`src/rtl/pc_pkg.sv`:
```
// Shared program-counter definitions: PC command codes issued by the control
// unit and the encoding of the sequencer's delay FSM.
package pc_pkg;

  // PC command carried on flagPC; the control unit uses the same codes.
  typedef enum logic [1:0] {
    PC_HOLD  = 2'd0,
    PC_INC   = 2'd1,
    PC_JUMP  = 2'd2,
    PC_DELAY = 2'd3
  } pc_cmd_e;

  // Sequencer FSM: RUN decodes commands, DELAY stretches a delay instruction.
  typedef enum logic {
    ST_RUN   = 1'b0,
    ST_DELAY = 1'b1
  } seq_state_e;

endpackage

```
`src/rtl/pc_sequencer_delay_counter.sv`:
```
// Delay down-counter for pc_sequencer: loads a length, decrements once per
// enabled clock and flags the decrement that brings it to zero.
module delay_counter
  import pc_pkg::*;
#(
  parameter int CNT_W = 32
) (
  input  logic             i_clk,
  input  logic             i_rst_n,
  input  logic             i_load,
  input  logic [CNT_W-1:0] i_load_value,
  input  logic             i_dec,
  output logic             o_last
);

  logic [CNT_W-1:0] r_count;

  // Count register: load has priority, decrement saturates at zero.
  // NOTE: reset is sampled on the clock edge (synchronous), so it lives inside the clocked branch, not the sensitivity list.
  always_ff @(posedge i_clk) begin
    if (!i_rst_n) begin
      // NOTE: sequential state uses non-blocking assignments so every register samples pre-edge values.
      r_count <= '0;
    end else if (i_load) begin
      r_count <= i_load_value;
    end else if (i_dec && (r_count != '0)) begin
      r_count <= r_count - CNT_W'(1);
    end
  end

  // The current decrement is the last one when it lands on zero; a count that
  // is already zero also ends the delay so the FSM can never get stuck.
  assign o_last = (r_count <= CNT_W'(1));

endmodule

```
`src/rtl/pc_sequencer.sv`:
```
// Program-counter stage: holds, increments or jumps the instruction address
// on flagPC commands and stretches delay instructions over many clocks.
// Build option: define DELAY_CFG_EN to take the delay length from the
// delay_value port (sampled when the delay starts); otherwise every delay
// lasts DELAY_CYCLES clocks and the port does not exist.
module pc_sequencer
  import pc_pkg::*;
#(
  parameter int          ADDR_W       = 10,
  parameter int          DATA_W       = 32,
  parameter int unsigned DELAY_CYCLES = 50_000_000,
  parameter int          CNT_W        = 32
) (
  input  logic              clock,
  input  logic              reset,
  input  logic [1:0]        flagPC,
  input  logic              flagJR,
  input  logic [ADDR_W-1:0] imm_target,
  input  logic [DATA_W-1:0] reg_target,
`ifdef DELAY_CFG_EN
  input  logic [CNT_W-1:0]  delay_value,
`endif
  output logic [ADDR_W-1:0] pc,
  output logic              delay_busy,
  output logic              delay_done
);

  seq_state_e        r_state;
  logic [ADDR_W-1:0] r_pc;
  logic              r_busy;
  logic              r_done;

  seq_state_e        w_state_next;
  logic [ADDR_W-1:0] w_pc_next;
  logic [ADDR_W-1:0] w_pc_inc;
  logic              w_done_next;
  logic              w_load;
  logic              w_dec;
  logic              w_last;
  logic [CNT_W-1:0]  w_len;
  logic [CNT_W-1:0]  w_load_value;

  // Delay length: taken straight from the operand when configurable, else fixed.
`ifdef DELAY_CFG_EN
  assign w_len = delay_value;
`else
  assign w_len = CNT_W'(DELAY_CYCLES);
`endif

  // The RUN decode cycle already counts as the first cycle of the delay.
  assign w_load_value = w_len - CNT_W'(1);
  assign w_pc_inc     = r_pc + ADDR_W'(1);

  // Only the low ADDR_W bits of the register operand form a jump target.
  if (DATA_W > ADDR_W) begin : g_reg_hi
    logic w_unused_reg_hi;
    assign w_unused_reg_hi = ^reg_target[DATA_W-1:ADDR_W];
  end

  delay_counter #(
    .CNT_W (CNT_W)
  ) u_delay_counter (
    .i_clk        (clock),
    .i_rst_n      (reset),
    .i_load       (w_load),
    .i_load_value (w_load_value),
    .i_dec        (w_dec),
    .o_last       (w_last)
  );

  // Next-state, next-pc and counter control for the RUN/DELAY FSM.
  always_comb begin
    // NOTE: every output gets a default first so no path through the case can infer a latch.
    w_state_next = r_state;
    w_pc_next    = r_pc;
    w_done_next  = 1'b0;
    w_load       = 1'b0;
    w_dec        = 1'b0;
    unique case (r_state)
      ST_RUN: begin
        unique case (pc_cmd_e'(flagPC))
          PC_HOLD: ;
          PC_INC:  w_pc_next = w_pc_inc;
          PC_JUMP: w_pc_next = flagJR ? reg_target[ADDR_W-1:0] : imm_target;
          PC_DELAY: begin
            if (w_len <= CNT_W'(1)) begin
              // Zero/one-cycle delay behaves like an ordinary instruction.
              w_pc_next   = w_pc_inc;
              w_done_next = 1'b1;
            end else begin
              w_load       = 1'b1;
              w_state_next = ST_DELAY;
            end
          end
        endcase
      end
      ST_DELAY: begin
        // flagPC is ignored here: only reset can cancel a running delay.
        w_dec = 1'b1;
        if (w_last) begin
          w_pc_next    = w_pc_inc;
          w_state_next = ST_RUN;
          w_done_next  = 1'b1;
        end
      end
    endcase
  end

  // State, pc and registered status outputs; reset overrides everything.
  always_ff @(posedge clock) begin
    if (!reset) begin
      r_state <= ST_RUN;
      r_pc    <= '0;
      r_busy  <= 1'b0;
      r_done  <= 1'b0;
    end else begin
      r_state <= w_state_next;
      r_pc    <= w_pc_next;
      r_busy  <= (w_state_next == ST_DELAY);
      r_done  <= w_done_next;
    end
  end

  assign pc         = r_pc;
  assign delay_busy = r_busy;
  assign delay_done = r_done;

endmodule

```
`config.mk`:
```
export PLATFORM = sky130hd
export DESIGN_NAME = pc_sequencer
export DESIGN_NICKNAME = d
export VERILOG_FILES = /design/src/rtl/pc_pkg.sv /design/src/rtl/pc_sequencer_delay_counter.sv /design/src/rtl/pc_sequencer.sv
export SDC_FILE = /design/constraint.sdc
export NUM_CORES = 1
export LEC_CHECK = 0
export CORE_ASPECT_RATIO = 2
export CORE_MARGIN = 10
export CORE_UTILIZATION = 54
export CTS_CLUSTER_SIZE = 12
export DETAILED_ROUTE_END_ITERATION = 16
export PLACE_DENSITY = 0.93
export SETUP_SLACK_MARGIN = 0.1
export SLEW_MARGIN = 20
export SYNTH_ARGS = -nofsm -noshare
export SYNTH_HDL_FRONTEND = slang
export SYNTH_SLANG_ARGS = --single-unit
```
`constraint.sdc`:
```
create_clock -name clock -period 6.4 [get_ports clock]
set_input_delay 0.64 -clock clock [delete_from_list [all_inputs] [get_ports clock]]
set_output_delay 0.64 -clock clock [all_outputs]
set_load 0.005 [all_outputs]
```
==> results of run 1 <==
==> synthesized netlist by cell type, types with 5 or more instances <==
master    instances  share of area
o21ai_0          22          0.044
clkbuf_1         14          0.021
nor3_1           13          0.026
nor4_1            6          0.015
o31ai_1          13          0.039
a31oi_1          13          0.033
nand3_1           7          0.014
or2_2             7          0.018
nand4_1           5          0.013
inv_1             6         0.0091
mux2i_1           9          0.036
nand2_1          12          0.018
dfxtp_1          44           0.35
or4_1            15          0.045
a21oi_1          26          0.052
or3_1            16          0.040
nor2_1           12          0.018
==> layer usage <==
| metal | vias to the layer above | share of wire | global-route usage |
|---|---|---|---|
| met5 | - | 0 | 0 |
| met4 | 0 | 0.028 | 0.08232 |
| met3 | 15 | 0.056 | 0.03868 |
| met2 | 67 | 0.55 | 0.3227 |
| met1 | 1185 | 0.37 | 0.1516 |
| li1 | 1212 | - | - |
==> cell usage in the layout (no fill, tap or decap), types with 3 or more instances in the layout <==
master / synthesis / routed
or4_4: 3 / 3
o31ai_1: 13 / 13
nor4_1: 6 / 6
nand2_1: 12 / 12
clkdlybuf4s50_1: 0 / 36
nor3_1: 13 / 13
nand3_1: 7 / 7
or2_2: 7 / 7
inv_1: 6 / 6
nand4_1: 5 / 5
xor2_1: 4 / 4
or4_2: 3 / 3
nor2_1: 12 / 12
clkbuf_8: 0 / 5
mux2i_1: 9 / 9
or3_1: 16 / 16
nand3b_1: 3 / 3
a31oi_1: 13 / 13
ha_1: 4 / 4
or3_2: 3 / 3
o21ai_0: 22 / 22
or4_1: 15 / 15
dfxtp_1: 44 / 44
a21oi_1: 26 / 26
==> power breakdown <==
part	internal, W	total (W)	switching, W
clock network	0.0000743	0.000166	0.0000920
registers	0.000291	0.000310	0.0000197
logic	0.0000659	0.000147	0.0000807
==> kinds of logic (layout without fill, tap and decap cells) <==
family,count (synthesis),count (layout),synth area share
and+or+nand+nor,118,118,0.2909
AOI/OAI and AO/OA,92,92,0.2310
DFF,44,44,0.3543
buffers and inverters,24,51,0.04076
muxes,11,11,0.04530
xor gates and xnor gates,5,5,0.01761
adders and majority gates,4,4,0.02013
==> flip-flops by register name (all words and copies together) (netlist names) <==
name and cells:
u_delay_counter.r_count 32, pc 10, delay_done 1, delay_busy 1
==> worst max-delay path: cells and delay by family (launching register included) <==
kind / cells / cell delay, ns
AOI/OAI and AO/OA: 1 / 0.18
DFF: 1 / 0.36
and+or+nand+nor: 4 / 2.31
==> per-stage QoR <==
step	util	cells	setup slack (ns)	total power (W)	hold slack, ns
finish	0.6618	379	3.459	0.0006231	0.4898
global route	0.6618	379	3.270	0.0006572	0.5129
detailed placement	0.6442	372	3.520	0.0004607	0.4744
floorplan	-	298	3.964	0.0004113	0.4480
global placement	0.6442	372	3.590	0.0004546	0.4609
CTS	0.6618	379	3.476	0.0006261	0.4926
==> area by class of cell <==
type	instances	area (µm²)	share of cell area
repair buffers	38	375.4	0.1282
multi-input cells	230	1504	0.5137
inverters	6	22.52	0.007692
well taps	54	67.56	0.02308
flip-flops and latches	44	880.8	0.3009
clock inverters	1	5.005	0.001709
clock buffers	6	72.57	0.02479
==> path summary, 6_finish.rpt <==
check / startpoint / endpoint / slack (ns) / cells after the start
hold reg to reg: u_delay_counter.r_count[19] / u_delay_counter.r_count[19] / 0.49 / 2
setup / recovery: u_delay_counter.r_count[2] / u_delay_counter.r_count[22] / 3.46 / 5
hold / removal: u_delay_counter.r_count[19] / u_delay_counter.r_count[19] / 0.49 / 2
setup reg to reg: u_delay_counter.r_count[2] / u_delay_counter.r_count[22] / 3.46 / 5
==> metrics.cfg, run 1 <==
[detailed_routing]
first_pass_iters=4
routed_via_density=6.541
drt_iter0_drc=102
wl_per_cell_um=17.28
antenna_left=0
drc=0
vias=2479
wirelength_um=6551

[synth]
synth_nets=349
avgSynthCellArea_um2=8.343
synth_seq_area_share=0.3543
ys.warnings.count=0
synthFlopType=dfxtp_1
ys_seq_elements=44
netlist_area_mm2=0.002486
async_reset_ff_frac=0
yosysUniqueCellTypes=50
synth_edf_count=0
synthCells=298

[global_route]
grt_pass1_wl_um=10590
antenna_found_initial=0
grt_max_degree=22
grt_pass1_vias=2352
grt_usage=0.1676
overflow=0

[clock_tree]
clk_latency_ns=0.30
cts_sinks=44
ctsResizeCount=0
cts_hold_buf=0
cts_root_buf=clkbuf_8
cts_max_level=2
cts_tree=built
cts-buffers-inserted=5
path_clk_slew_ns=0.08
cts_setup_buffers=0
cts_buffer_depth=2

[die]
initial_utilization=0.5619
io_pins=59
die_area_mm2=0.007883
placementRows=34
dieHeight_um=116.0
coreArea_mm2=0.004424
dieWidth_um=67.98

[setup_path]
cp-start-kind=register
critPathArrivalTime_ns=3.16
slowest_delay_ns=0.74
critPathSlowestCell=or4_1
path_cells=nor3_1, nand3_1, or4_1, or4_2, a31oi_1
endpoint_kind=register
worstSetupPathType=reg2reg
cp.required_ns=6.62
crit_fanout=11

[timing]
maxSlewViolCount=0
finalHoldViolCount=0
worst_pin_slew_ns=0.9973
setup_viol=0
min_period_over_period=0.4595
fin_setup_tns_ns=0
period_needed_ns=2.941
rsz0062_at_grt=no
finClkSkew_ns=0.003395
max_freq_ghz=0.3400
maxSlewHeadroom=0.3267

[finish]
layout.nets=376
fillers=376
drive_above_1_share=0.09846
syn_to_final_growth_pct=17.77
diodes=0
fin_area_mm2=0.002928

[power_and_ir_drop]
p_leak_nw=0.9994
peakVddDrop_v=0.0001451
power_density_mw_per_mm2=212.8

[placed_design]
dp_hpwl_um=4986
gp_congestion=0.8706
numPortBuffers=36
placed_cell_area_mm2=0.002850

[flow_run]
drv_cap=0

[hold_path]
hold_path_class=reg2reg

[status]
run_status=finished clean

Power figures use the tool's default switching activity.
==> inputs of run 2 (changes only) <==
Settings changed: CORE_UTILIZATION 54 to 50, PLACE_DENSITY 0.93 to 0.87.
Clock period 6.4 ns to 2.95 ns, I/O delays scaled along.
==> run 2 against run 1 <==
Compared with the run above:
- final cell count rose by 3.2%
- sequential power increased by 120%
- count of clock-buffer cells in the layout unchanged
- setup slack worse by 3.1 ns
- combinational power rose by 130%
- wire length about the same
- global-route usage is 1.0 points lower
- sequential share of layout area shrank 1.1 points
- first-iteration DRC count is 23% higher
- via count down 1.7%
- sequential cell count unchanged
- critical endpoint is now u_delay_counter.r_count[31]
- largest cell class unchanged
==> metrics.cfg, run 2 (synthesis results as in run 1) <==
[global_route]
grt_max_degree=22
grt_usage=0.1573
grt_pass1_vias=2411
grt_pass1_wl_um=11160
overflow=0
antenna_found_initial=0

[timing]
maxSlewViolCount=0
period_needed_ns=2.553
worst_pin_slew_ns=0.6778
rsz0062_at_grt=no
fin_hold_ws_ns=0.4795
setup_viol=0
min_period_over_period=0.8653
maxSlewHeadroom=0.5482
max_freq_ghz=0.3917
finalHoldViolCount=0
fin_setup_tns_ns=0
finClkSkew_ns=0.01042

[setup_path]
path_cells=or4_4, or4_4, or3_4, or4_1, a21oi_1
crit_cells=5
cp.buffers_inverters=0
slowest_delay_ns=0.61
worstRegToRegCells=5
endpoint_kind=register
cp-start-kind=register
critPathSlowestCell=or4_4
critPathArrivalTime_ns=2.78
crit_family=simple AND/OR/NAND/NOR gates
r2r_end=u_delay_counter.r_count[31]
cp.required_ns=3.18
crit_fanout=8
rr_startpoint=u_delay_counter.r_count[20]
critPathMostFrequentCell=or4_4
reg2reg_slack_ns=0.40
worstSetupPathType=reg2reg

[detailed_routing]
drt_iter0_drc=125
routed_via_density=6.233
vias=2437
first_pass_iters=4
wirelength_um=6554
antenna_left=0
drc=0
wl_per_cell_um=16.76

[finish]
fillers=418
final_common_cell=dfxtp_1
drive_above_1_share=0.1257
largest_register_ff_count=32
syn_to_final_growth_pct=22.09
final_cells=391
layout.nets=384
diodes=0
fin_area_mm2=0.003035
final_cell_mix=44 x dfxtp_1, 36 x clkdlybuf4s50_1, 26 x a21oi_1
largest_register=u_delay_counter.r_count

[hold_path]
min_from=u_delay_counter.r_count[16]
whs_endpoint=u_delay_counter.r_count[16]
whs_path_depth=2
hold_path_class=reg2reg

[die]
die_area_mm2=0.008364
coreArea_mm2=0.004865
initial_utilization=0.5111
dieHeight_um=119.7
placementRows=36
io_pins=59
dieWidth_um=69.86

[power_and_ir_drop]
power_density_mw_per_mm2=493.6
p_leak_nw=1.056
peakVddDrop_v=0.0003847

[placed_design]
dp_cells=383
dp_hpwl_um=5075
numPortBuffers=36
placed_cell_area_mm2=0.002914
gp_congestion=0.8797

[clock_tree]
path_clk_slew_ns=0.09
cts_buffer_depth=2
ctsResizeCount=0
cts_tree=built
cts_max_level=2
clk_latency_ns=0.31
cts-buffers-inserted=5
cts_sinks=44
cts_hold_buf=0
cts_root_buf=clkbuf_8
cts_setup_buffers=0

[status]
run_status=finished clean

[flow_run]
drv_cap=0

[run 2: changes by cell type in the layout (fill, tap and decap cells not counted), sizes merged]
cell | previous run | this run
buf | 2 | 10
bufinv | 0 | 1
[run 2: metal layers]
layer	global-route usage	up-vias	wire, µm
met5	0	-	0
met3	0.03300	16	234
met1	0.1436	1141	2486
met4	0.08437	0	202
met2	0.3069	55	3630
li1	-	1225	-
[run 2: layout make-up]
| class | count | area (µm²) | share of cell area |
|---|---|---|---|
| Inverter | 6 | 22.52 | 0.007420 |
| Tap cell | 57 | 71.32 | 0.02350 |
| Clock buffer | 6 | 82.58 | 0.02721 |
| Timing Repair Buffer | 46 | 435.4 | 0.1434 |
| Multi-Input combinational cell | 230 | 1504 | 0.4955 |
| Clock inverter | 2 | 38.79 | 0.01278 |
| Sequential cell | 44 | 880.8 | 0.2902 |
[run 2: where the power goes]
| part | internal, W | total, W | switching (W) |
|---|---|---|---|
| sequential | 0.000631 | 0.000672 | 0.0000413 |
| clock | 0.000277 | 0.000492 | 0.000215 |
| combinational | 0.000160 | 0.000334 | 0.000174 |
[run 2: worst reg2reg max path, stage by stage, from the launching register on]
cell     delay, ns
dfxtp_1       0.39
or4_4         0.61
or4_4         0.46
or3_4         0.40
or4_1         0.47
a21oi_1       0.14
[run 2: how the worst max path moves through the flow]
stage | endpoint | startpoint
detailed placement | u_delay_counter.r_count[31] | u_delay_counter.r_count[20]
global placement | u_delay_counter.r_count[31] | u_delay_counter.r_count[20]
finish | u_delay_counter.r_count[31] | u_delay_counter.r_count[20]
CTS | u_delay_counter.r_count[31] | u_delay_counter.r_count[20]
global route | u_delay_counter.r_count[29] | u_delay_counter.r_count[15]
floorplan | u_delay_counter.r_count[31] | u_delay_counter.r_count[20]
[run 2: metrics by stage]
stage                      power, W  worst slack, ns  utilization
final                      0.001498           0.3973       0.6240
after detailed placement   0.001017           0.4399       0.5990
after global routing       0.001575           0.3101       0.6240
after global placement     0.001009           0.4508       0.5990
after CTS                  0.001506           0.4068       0.6240
after floorplan           0.0008922           0.5139            -
